`src/rtl/mem_port_arbiter_pkg.sv`:
```
// Shared definitions for the memory-port arbiter: master ids, grant FSM encoding
// and access size codes.
package mem_port_arbiter_pkg;

    localparam logic ID_INST = 1'b0;
    localparam logic ID_DATA = 1'b1;

    localparam logic [1:0] SZ_B = 2'd0;
    localparam logic [1:0] SZ_H = 2'd1;
    localparam logic [1:0] SZ_W = 2'd2;

    typedef enum logic [1:0] {
        ST_IDLE   = 2'd0,
        ST_HOLD_I = 2'd1,
        ST_HOLD_D = 2'd2
    } arb_state_t;

endpackage

```
`src/rtl/mem_port_arbiter_order_fifo.sv`:
```
// Issue-order FIFO of 1-bit master ids; one entry per accepted, not yet returned
// memory transaction.
module arb_order_fifo #(
    parameter int DEPTH = 2
) (
    input  logic clk,
    input  logic rst,
    input  logic push,
    input  logic push_id,
    input  logic pop,
    output logic full,
    output logic empty,
    output logic head
);

    localparam int PW = (DEPTH > 1) ? $clog2(DEPTH) : 1;
    localparam int CW = $clog2(DEPTH + 1);
    localparam logic [PW-1:0] LAST_PTR = PW'(DEPTH - 1);
    localparam logic [CW-1:0] FULL_CNT = CW'(DEPTH);

    logic [DEPTH-1:0] ids;
    logic [PW-1:0]    wr_ptr;
    logic [PW-1:0]    rd_ptr;
    logic [CW-1:0]    count;
    logic             do_push;
    logic             do_pop;

    // Full/empty come from the registered count, so a same-cycle pop never frees a slot early.
    assign full    = (count == FULL_CNT);
    assign empty   = (count == '0);
    assign head    = ids[rd_ptr];
    assign do_push = push && !full;
    assign do_pop  = pop && !empty;

    always_ff @(posedge clk or negedge rst) begin
        if (!rst) begin
            ids    <= '0;
            wr_ptr <= '0;
            rd_ptr <= '0;
            count  <= '0;
        end else begin
            if (do_push) begin
                ids[wr_ptr] <= push_id;
                wr_ptr      <= (wr_ptr == LAST_PTR) ? '0 : wr_ptr + 1'b1;
            end
            if (do_pop) begin
                rd_ptr <= (rd_ptr == LAST_PTR) ? '0 : rd_ptr + 1'b1;
            end
            case ({do_push, do_pop})
                2'b10:   count <= count + 1'b1;
                2'b01:   count <= count - 1'b1;
                default: count <= count;
            endcase
        end
    end

endmodule

```
`src/rtl/mem_port_arbiter.sv`:
```
// Shares one SRAM-like port between instruction fetch and the MEM stage, holding each
// grant through its address handshake and routing returns back in issue order.
module mem_port_arbiter
    import mem_port_arbiter_pkg::*;
#(
    parameter int MAX_OUTST  = 2,
    parameter int STARVE_LIM = 4
) (
    input  logic        clk,
    input  logic        rst,
    input  logic        inst_req,
    input  logic [31:0] inst_addr,
    output logic        inst_addr_ok,
    output logic        inst_data_ok,
    output logic [31:0] inst_rdata,
    input  logic        data_req,
    input  logic        data_wr,
    input  logic [1:0]  data_size,
    input  logic [3:0]  data_wstrb,
    input  logic [31:0] data_addr,
    input  logic [31:0] data_wdata,
    output logic        data_addr_ok,
    output logic        data_data_ok,
    output logic [31:0] data_rdata,
    output logic        mem_req,
    output logic        mem_wr,
    output logic [1:0]  mem_size,
    output logic [3:0]  mem_wstrb,
    output logic [31:0] mem_addr,
    output logic [31:0] mem_wdata,
    input  logic        mem_addr_ok,
    input  logic        mem_data_ok,
    input  logic [31:0] mem_rdata,
    output logic        arb_err,
    output logic [1:0]  arb_state
);

    localparam int SW = $clog2(STARVE_LIM + 1);
    localparam logic [SW-1:0] STARVE_MAX = SW'(STARVE_LIM);

    arb_state_t    state;
    arb_state_t    state_nxt;
    logic [SW-1:0] starve_cnt;
    logic          gnt_valid;
    logic          gnt_id;
    logic          accept;
    logic          fifo_full;
    logic          fifo_empty;
    logic          fifo_head;
    logic          ret_valid;

    // Handshake: a request (x_req with its fields) stays stable until x_addr_ok; a
    // transfer happens in the cycle where mem_req and mem_addr_ok are both high.
    always_comb begin
        gnt_valid = 1'b0;
        gnt_id    = ID_DATA;
        state_nxt = state;
        case (state)
            ST_IDLE: begin
                if (!fifo_full) begin
                    if (data_req && !(inst_req && starve_cnt == STARVE_MAX)) begin
                        gnt_valid = 1'b1;
                        gnt_id    = ID_DATA;
                    end else if (inst_req) begin
                        gnt_valid = 1'b1;
                        gnt_id    = ID_INST;
                    end
                end
                if (gnt_valid && !mem_addr_ok) begin
                    state_nxt = (gnt_id == ID_INST) ? ST_HOLD_I : ST_HOLD_D;
                end
            end
            ST_HOLD_I: begin
                gnt_valid = 1'b1;
                gnt_id    = ID_INST;
                if (mem_addr_ok) state_nxt = ST_IDLE;
            end
            ST_HOLD_D: begin
                gnt_valid = 1'b1;
                gnt_id    = ID_DATA;
                if (mem_addr_ok) state_nxt = ST_IDLE;
            end
            default: state_nxt = ST_IDLE;
        endcase
        // Outputs are forced quiet while reset is held, not only after the next edge.
        if (!rst) gnt_valid = 1'b0;
    end

    always_ff @(posedge clk or negedge rst) begin
        if (!rst) state <= ST_IDLE;
        else      state <= state_nxt;
    end

    always_comb begin
        mem_req   = 1'b0;
        mem_wr    = 1'b0;
        mem_size  = 2'd0;
        mem_wstrb = 4'd0;
        mem_addr  = 32'd0;
        mem_wdata = 32'd0;
        if (gnt_valid) begin
            mem_req = 1'b1;
            if (gnt_id == ID_INST) begin
                mem_size = SZ_W;
                mem_addr = inst_addr;
            end else begin
                mem_wr    = data_wr;
                mem_size  = data_size;
                mem_wstrb = data_wstrb;
                mem_addr  = data_addr;
                mem_wdata = data_wdata;
            end
        end
    end

    assign accept       = gnt_valid && mem_addr_ok;
    assign inst_addr_ok = accept && (gnt_id == ID_INST);
    assign data_addr_ok = accept && (gnt_id == ID_DATA);

    always_ff @(posedge clk or negedge rst) begin
        if (!rst) begin
            starve_cnt <= '0;
        end else if (!inst_req || inst_addr_ok) begin
            starve_cnt <= '0;
        end else if (data_addr_ok && starve_cnt != STARVE_MAX) begin
            starve_cnt <= starve_cnt + 1'b1;
        end
    end

    arb_order_fifo #(
        .DEPTH (MAX_OUTST)
    ) u_order_fifo (
        .clk     (clk),
        .rst     (rst),
        .push    (accept),
        .push_id (gnt_id),
        .pop     (mem_data_ok),
        .full    (fifo_full),
        .empty   (fifo_empty),
        .head    (fifo_head)
    );

    assign ret_valid    = mem_data_ok && !fifo_empty;
    assign inst_data_ok = ret_valid && (fifo_head == ID_INST);
    assign data_data_ok = ret_valid && (fifo_head == ID_DATA);
    assign inst_rdata   = inst_data_ok ? mem_rdata : 32'd0;
    assign data_rdata   = data_data_ok ? mem_rdata : 32'd0;

    // A return with nothing outstanding means the port and arbiter disagree; latch it.
    always_ff @(posedge clk or negedge rst) begin
        if (!rst)                           arb_err <= 1'b0;
        else if (mem_data_ok && fifo_empty) arb_err <= 1'b1;
    end

    assign arb_state = state;

endmodule

```
`config.mk`:
```
export PLATFORM = sky130hd
export DESIGN_NAME = mem_port_arbiter
export DESIGN_NICKNAME = d
export VERILOG_FILES = /design/src/rtl/mem_port_arbiter_pkg.sv /design/src/rtl/mem_port_arbiter_order_fifo.sv /design/src/rtl/mem_port_arbiter.sv
export SDC_FILE = /design/constraint.sdc
export NUM_CORES = 1
export LEC_CHECK = 0
export BUFFER_PORTS_ARGS = -buffer_cell sky130_fd_sc_hd__buf_4
export CAP_MARGIN = 15
export CORE_AREA = 5 5 107 109
export DETAILED_ROUTE_END_ITERATION = 10
export DIE_AREA = 0 0 112 114
export HOLD_SLACK_MARGIN = 0.08
export MAX_ROUTING_LAYER = met4
export PLACE_DENSITY = 0.62
export SETUP_SLACK_MARGIN = 0.5
export SYNTH_ARGS = -nofsm -noshare
export SYNTH_HDL_FRONTEND = slang
export SYNTH_SLANG_ARGS = --single-unit
```
`constraint.sdc`:
```
create_clock -name clk -period 2.4 [get_ports clk]
set_input_delay 0.6 -clock clk [delete_from_list [all_inputs] [get_ports clk]]
set_output_delay 0.6 -clock clk [all_outputs]
set_load 0.05 [all_outputs]
```
== Word level (Yosys, flattened, before mapping) ==
Cells that the tools add are included.
Widths: inputs -> output; s select.
Word-level totals
  bits in registers: 12
  input bits: 141
Cells by class
  add/sub/neg operators: 5
  order comparisons: 3
  equal/unequal tests: 9
  multiplexer cells: 38
  bitwise operators: 2
  reduce and logical (&&, ||, !) cells: 25
Operators by type and width (number)
  $mux 32: 6
  $mux 1: 17
  $logic_and 1x1->1: 13
  $mux 2: 5
  $mux 4: 2
  $pmux 2 s2: 2
  $eq 2x2->1 const B: 3
  $mux 3: 2
  $logic_not 1->1: 5
  $eq 2x1->1 const B: 2
  $logic_not 2->1: 2
  $lt 1x2->1 const B: 2
  $pmux 1 s2: 2
  $reduce_bool 2->1: 2
  $add 3x1->3 const B: 1
  $eq 3x3->1 const B: 1
  $ne 3x3->1 const B: 1
  $add 1x1->1 const B: 2
  $add 2x1->2 const B: 1
  $bwmux 2: 1
  $ne 2x1->1 const B: 1
  $ne 2x2->1 const B: 1
  $not 1->1: 2
  $reduce_and 2->1: 1
  other kinds (5): 5

== Logic depth before layout (Yosys ltp) ==
Gate-level depths: netlist of run 1.
  word-level depth: 14
  mapped depth: 9
  gate-level depth less buffers: 8

== By module ==
From an unflattened synthesis of run 1, not the netlist that was laid out.
Second synthesis, totals
  cell total of the unflattened synthesis: 304
  area, all modules: 2008.2 µm²
By module, submodules not included
  mem_port_arbiter: instances 1, cells each 281, area an instance 1725.4 µm², sequential area each 150.1 µm²
  arb_order_fifo: instances 1, cells each 23, area an instance 282.8 µm², sequential area each 150.1 µm²

== Worst setup path before layout of run 1 ==
No wires, ideal clock.
  path type: reg2out
  start point: reg state[1], in the netlist arb_state[1]
  end point: out mem_addr[0]
  arrival time: 2.690 ns
  setup slack: -0.890 ns
  cell stages (with the launch flop): 10
  path buffers: 3
  path through: dfrtp_1 > inv_1 > ha_1 > clkbuf_1 > nor2b_1 > a41o_1 > buf_6 > clkbuf_1 > nand2_1 > a21oi_1
On the way
  cells in the longest elaborated chain, start to end: 5
Ends and longest elaborated chain
  start: declaration: line mem_port_arbiter.sv:41  | arb_state_t state;
  start signal: assignment: line mem_port_arbiter.sv:91  | else state <= state_nxt;
  $eq 2x2->1 / $eq 2x1->1 (equally long branches): line mem_port_arbiter.sv:58  | case (state)
  $reduce_or 2->1 (no source line)
  $pmux 1 s2: line mem_port_arbiter.sv:58
  $mux 1: line mem_port_arbiter.sv:86  | if (!rst) gnt_valid = 1'b0;
  $mux 32 (*): line mem_port_arbiter.sv:101  | if (gnt_valid) begin
  end: declaration: line mem_port_arbiter.sv:29  | output logic [31:0] mem_addr,
Mark *: on every way between the ends. The rest lies on a longest branch, timed or not.

== Worst setup path after layout of run 1 ==
  start point: reg starve_cnt[1]
  end point: out mem_addr[31]
On the way
  cells in the longest elaborated chain, start to end: 10
Ends and longest elaborated chain
  start: declaration: line mem_port_arbiter.sv:43  | logic [SW-1:0] starve_cnt;
  start signal: assignment: line mem_port_arbiter.sv:126  | starve_cnt <= starve_cnt + 1'b1;
  $eq 3x3->1 (*): line mem_port_arbiter.sv:61  | if (data_req && !(inst_req && starve_cnt == STARVE_MAX)) begin
  $logic_and 1x1->1 (*): line mem_port_arbiter.sv:61
  $logic_not 1->1 (*): line mem_port_arbiter.sv:61
  $logic_and 1x1->1 (*): line mem_port_arbiter.sv:61
  $mux 1: line mem_port_arbiter.sv:61
  $mux 1: line mem_port_arbiter.sv:60  | if (!fifo_full) begin
  $mux 1: line mem_port_arbiter.sv:58
  $pmux 1 s2: line mem_port_arbiter.sv:58
  $mux 32 / $mux 1 (equally long branches): line mem_port_arbiter.sv:103, mem_port_arbiter.sv:86
  $mux 32 (*): line mem_port_arbiter.sv:101
Mark *: on every way between the ends. The rest lies on a longest branch, timed or not. The select of a mux whose other input is x is not followed.

==> reports/metrics.csv, run 1 <==
metric,value,unit
cts-buffers-inserted,3,
finalCriticalPeriod,2.73,ns
die_h,114,um
required,1.80,ns
cts_tree,built,
clkLatencyLatePin,0.25,ns
slew_violations,0,
fin_crit_sh,1.14,
initial_utilization,0.188,
io_buffers,283,
grt_max_degree,39,
finish.utilization,0.746,
drt_iter0_drc,123,
num_antenna_cells,0,
rrSetupSlack,0.11,ns
fin_nets,806,
cp_common_cell,buf_6,
outcome,"complete, but fails checks",
maxSlewHeadroom,0.728,
p_leak,3.69,nW
multi_input_area,2840,um2
vias,3672,
path_class,reg2out,
critPathSlowestCell,dfrtp_1,
worst_pin_slew,0.405,ns
violations,setup timing,
fin_tns_setup,-20.52,ns
avgSynthCellArea,6.39,um2
synth.area.top_cells,"and2_1 20%, dfrtp_1 15%, nand2_1 13%, and3_1 12%, a21oi_1 8.4%",
ctsRootBufferMaster,clkbuf_8,
grt_overflow_total,0,
seq_area,303,um2
powerDensity,1260,nW/um2
critPathLaunchType,flop,
core_area,10500,um2
syn_area,1970,um2
pin_count,284,
row_count,38,
r2r.worst_path.cells,11,
fin_skew,0.00655,ns
area_growth,297,%
synth_cell_types,39,
fmax,0.366,GHz
setup_violations,73,
crit_path_end_kind,primary output,
cp_max_fo,6,
nFillCells,630,
ir_worst_vdd,0.770,mV
path_clk_slew,0.06,ns
min_path_type,in2async,
dp_slack,-0.246,ns
crit_chain,inv_2 > ha_4 > a21bo_4 > buf_6 > buf_6 > a41o_4 > buf_12 > buf_16 > nand2_2 > a21oi_4 > buf_6,
rsz0062_at_grt,true,
final_cell_mix,"168 x buf_4, 110 x buf_8, 64 x and2_4, 59 x buf_6, 43 x nand2_4",
regToRegStartpoint,starve_cnt[1],
grt_antenna_before_repair,0,
grt_pass1_wl,24.0,mm
syn_nets,456,
hold_violations,0,
ant_nets,0,
yosys.area.top_type_share,0.203,
worstReg2RegEnd,starve_cnt[1],
die_w,112,um
setup_ws,-0.330,ns
ys_ff_latch,12,
clockBufferDepth,2,
slowest_delay,0.38,ns
place_congestion,0.840,
cts_hold_buf,0,
ys_seq_area_frac,0.152,
clkSinkCount,12,
routed_via_density,4.60,
grt_use_total,0.243,
final_common_cell,buf_4,
grt_pass1_vias,4232,
drt_pass1_iterations,4,
syn_inst,309,
arrival,2.13,ns
synth_warnings,0,
cts_max_level,1,
drc,0,
synth.largest_area_cell,and2_1,
dp_hpwl,9.40,mm
avgRoutedWirePerCell,20.7,um
die_area,12800,um2
layout-drive-gt1-share,0.929,
wl,16.5,mm
total_power,9.88,mW
cap_violations,0,
==> critical path: cells and delay by family (launching register included) <==
family | cells | cell delay, ns
AO/OA/AOI/OAI | 3 | 0.55
adder cells (fa/ha/maj) | 1 | 0.14
buffers and inverters | 6 | 0.73
flip-flops | 1 | 0.38
AND/OR/NAND/NOR | 1 | 0.07
==> cell usage after synthesis <==
master	n
a21bo_2	1
a21o_1	1
a21oi_1	33
a22o_1	1
a311oi_1	1
a31oi_1	2
a41o_1	1
a41oi_1	1
and2_1	64
and3_1	39
buf_2	4
buf_4	4
buf_6	2
clkbuf_1	15
clkbuf_2	3
dfrtp_1	12
ha_1	6
inv_1	10
mux2_2	1
mux2i_1	2
nand2_1	68
nand2b_1	2
nand3_1	2
nand4_1	1
nor2_1	9
nor2b_1	4
nor3b_1	1
nor4b_1	1
o21ai_0	1
o221a_2	1
o22ai_2	1
o2bb2ai_1	2
o31ai_1	3
o41ai_1	1
or2_2	2
or3_1	1
or4_4	1
xnor2_1	4
xor2_1	1
==> cells by family after synthesis <==
family	share of synthesized area
simple gates	0.523
compound gates	0.157
buf+inv	0.0919
flops	0.152
fa+ha+maj	0.0380
xor+xnor	0.0222
mux	0.0158
==> worst max-delay path by stage <==
stage / from / end / slack (ns) / cells past startpoint
global placement: data_req / mem_wdata[15] / -0.21 / 7
finish: starve_cnt[1] / mem_addr[31] / -0.33 / 11
detailed placement: data_req / mem_wdata[22] / -0.25 / 7
floorplan: inst_req / mem_req / -0.13 / 7
global route: starve_cnt[1] / mem_wdata[16] / -0.39 / 9
CTS: starve_cnt[1] / mem_wdata[22] / -0.31 / 9
==> state kept, by name (all words and copies together) (netlist names) <==
signal and count:
u_order_fifo.rd_ptr 1, u_order_fifo.wr_ptr 1, u_order_fifo.count 2, starve_cnt 3, u_order_fifo.ids 2, arb_state 2
arb_err 1
==> what timing repair did <==
item | CTS | global route
endpoints found under the setup margin | 145 | 148
cloned | 18 | 1
setup buffers | 35 | 7
gates resized for setup | 410 | 34
pin swaps | 90 | 51
==> where the power goes <==
| part | internal, mW | total [mW] | switching, mW |
|---|---|---|---|
| clock | 0.117 | 0.200 | 0.0825 |
| combinational | 4.48 | 9.34 | 4.86 |
| sequential | 0.275 | 0.343 | 0.0686 |
| total | 4.87 | 9.88 | 5.01 |
==> routing by layer <==
layer / vias to the layer above / wire length [um] / GRT usage
li1: 1725 / - / -
met1: 1757 / 5940 / 0.264
met2: 160 / 9450 / 0.471
met3: 30 / 763 / 0.0340
met4: 0 / 347 / 0.0513
met5: - / 0 / -
==> cell type report <==
cell class | count | area share
clock buffer | 4 | 0.00574
tap | 140 | 0.0223
timing repair buffer | 373 | 0.566
multi-input combinational | 259 | 0.362
inverter | 10 | 0.00526
sequential | 12 | 0.0386
==> through the flow <==
stage	hold WS [ns]	area (um2)	cells
2_1_floorplan	0.304	2940	309
3_3_place_gp	0.452	5290	733
3_5_place_dp	0.466	5290	733
4_1_cts	0.284	7610	790
5_1_grt	0.296	7840	798
6_report	0.279	7840	798
(Power assumes the default switching activity.)
==> inputs of run 2 (changes only) <==
--- a/config.mk
+++ b/config.mk
@@ -11,7 +11,6 @@
 export DETAILED_ROUTE_END_ITERATION = 10
 export DIE_AREA = 0 0 112 114
 export HOLD_SLACK_MARGIN = 0.08
-export MAX_ROUTING_LAYER = met4
 export PLACE_DENSITY = 0.62
 export SETUP_SLACK_MARGIN = 0.5
 export SYNTH_ARGS = -nofsm -noshare
==> run 2 against run 1 <==
  * The flow still finishes with violations (setup timing)
  * Maximum frequency grew 0.26%
  * Sequential share of layout area is essentially flat
  * Power grew 0.19%
  * Via count grew 0.19%
  * Sequential power is essentially flat
  * Clock-buffer cell count is the same
  * Worst hold slack gained 0.0020 ns
  * Non-clock buffer count is the same
  * First-iteration DRC count shrank 8.9%
==> reports/metrics.csv, run 2 (synthesized netlist as in run 1, its figures left out) <==
metric,value,unit,change
clockBufferDepth,2,,unchanged
powerDensity,1260,nW/um2,about the same
die_w,112,um,unchanged
dp_slack,-0.246,ns,unchanged
grt_use_total,0.236,,-0.00713
cts_hold_buf,0,,unchanged
final_common_cell,buf_4,,
arrival,2.12,ns,about the same
dp_hpwl,9.40,mm,unchanged
seq_area,303,um2,unchanged
finalCriticalPeriod,2.72,ns,-0.00706 ns
crit_chain,inv_2 > ha_4 > a21bo_4 > buf_6 > buf_6 > a41o_4 > buf_12 > buf_16 > nand2_2 > a21oi_4 > buf_6,,
path_clk_slew,0.06,ns,about the same
grt_max_degree,39,,unchanged
final_cell_mix,"168 x buf_4, 113 x buf_8, 64 x and2_4, 56 x buf_6, 41 x nand2_4",,
die_h,114,um,unchanged
grt_pass1_vias,4241,,+0.21%
routed_via_density,4.61,,+0.19%
layout-drive-gt1-share,0.929,,unchanged
final_cell_area,7860,um2,+0.19%
drt_iter0_drc,112,,-8.9%
crit_buf_inv,6,,unchanged
path_class,reg2out,,
grt_pass1_wl,24.0,mm,unchanged
hold_ws,0.281,ns,+0.00199 ns
ctsRootBufferMaster,clkbuf_8,,
critPathTopFamily,buffers and inverters,,
worst_pin_slew,0.406,ns,+0.00157 ns
critPathLaunchType,flop,,
grt_antenna_before_repair,0,,unchanged
fin_tns_setup,-20.29,ns,+0.232 ns
largest_reg_flops,3,,unchanged
pin_count,284,,unchanged
fin_nets,806,,unchanged
critPathSlowestCell,dfrtp_1,,
cp_common_cell,buf_6,,
cts_tree,built,,
drt_pass1_iterations,6,,+2
setup_ws,-0.323,ns,+0.00706 ns
fmax,0.367,GHz,+0.26%
top_register,starve_cnt,,
fin_skew,0.00679,ns,+0.000238 ns
row_count,38,,unchanged
ant_nets,0,,unchanged
nFillCells,626,,-0.63%
rsz0062_at_grt,true,,
placedCellCount,733,,unchanged
fin_crit_sh,1.13,,-0.00294
outcome,"complete, but fails checks",,
ir_worst_vdd,0.769,mV,about the same
slew_violations,0,,unchanged
hold_violations,0,,unchanged
die_area,12800,um2,unchanged
cap_violations,0,,unchanged
clkLatencyLatePin,0.25,ns,about the same
wl,16.6,mm,+0.75%
initial_utilization,0.188,,unchanged
avgRoutedWirePerCell,20.8,um,+0.75%
required,1.80,ns,about the same
fin_cells,798,,unchanged
multi_input_area,2850,um2,+0.13%
clkSinkCount,12,,unchanged
cts-buffers-inserted,3,,unchanged
grt_overflow_total,0,,unchanged
maxSlewHeadroom,0.727,,-0.00106
slowest_delay,0.35,ns,-0.03 ns
core_area,10500,um2,unchanged
num_antenna_cells,0,,unchanged
crit_path_end_kind,primary output,,
setup_violations,74,,+1.4%
area_growth,298,%,
violations,setup timing,,
cts_max_level,1,,unchanged
drc,0,,unchanged
cp_max_fo,6,,unchanged
min_path_type,in2async,,
vias,3679,,+0.19%
io_buffers,283,,unchanged
placed_area,5290,um2,unchanged
place_congestion,0.827,,-1.5%
p_leak,3.69,nW,-0.11%
## run 2: cell counts in the layout (fill, tap and decap cells not counted)
No cell type changed its count.
## run 2: layout make-up
type                       count  share of cell area
clock buffer                   4             0.00573
sequential                    12              0.0385
timing repair buffer         373               0.566
tap                          140              0.0223
multi-input combinational    259               0.362
inverter                      10             0.00525
## run 2: what timing repair did
action | 4_1_cts | 5_1_grt
endpoints found under the hold margin | 0 | 0
resized for setup | 410 | 37
endpoints found under the setup margin | 145 | 148
pin swaps | 90 | 44
gates cloned | 18 | 1
buffers inserted | 35 | 7
## run 2: power by group
part	switching, mW	total [mW]	internal (mW)
clock	0.0802	0.197	0.117
combinational	4.87	9.36	4.49
sequential	0.0673	0.342	0.275
total	5.02	9.90	4.88
## run 2: layer usage
metal | vias up | wire [um] | GRT usage
li1 | 1728 | - | -
met1 | 1755 | 5880 | 0.256
met2 | 160 | 9500 | 0.472
met3 | 36 | 870 | 0.0451
met4 | 0 | 361 | 0.0513
met5 | - | 0 | 0
## run 2: path summary, 6_finish.rpt
path / startpoint / end / slack (ns) / depth (start not counted)
setup / recovery: starve_cnt[1] / mem_addr[29] / -0.32 / 11
hold reg to reg: arb_err / arb_err / 0.46 / 1
max in group asynchronous: rst / arb_state[0] / 1.95 / 2
hold / removal: rst / u_order_fifo.count[0] / 0.28 / 2
min in group clk: arb_err / arb_err / 0.46 / 1
setup reg to reg: starve_cnt[1] / starve_cnt[1] / 0.11 / 11
## run 2: metrics by stage
step,utilization,power [mW]
6_report,0.748,9.90
2_1_floorplan,-,4.88
3_3_place_gp,0.504,6.35
3_5_place_dp,0.504,6.40
4_1_cts,0.724,9.45
5_1_grt,0.748,10.2
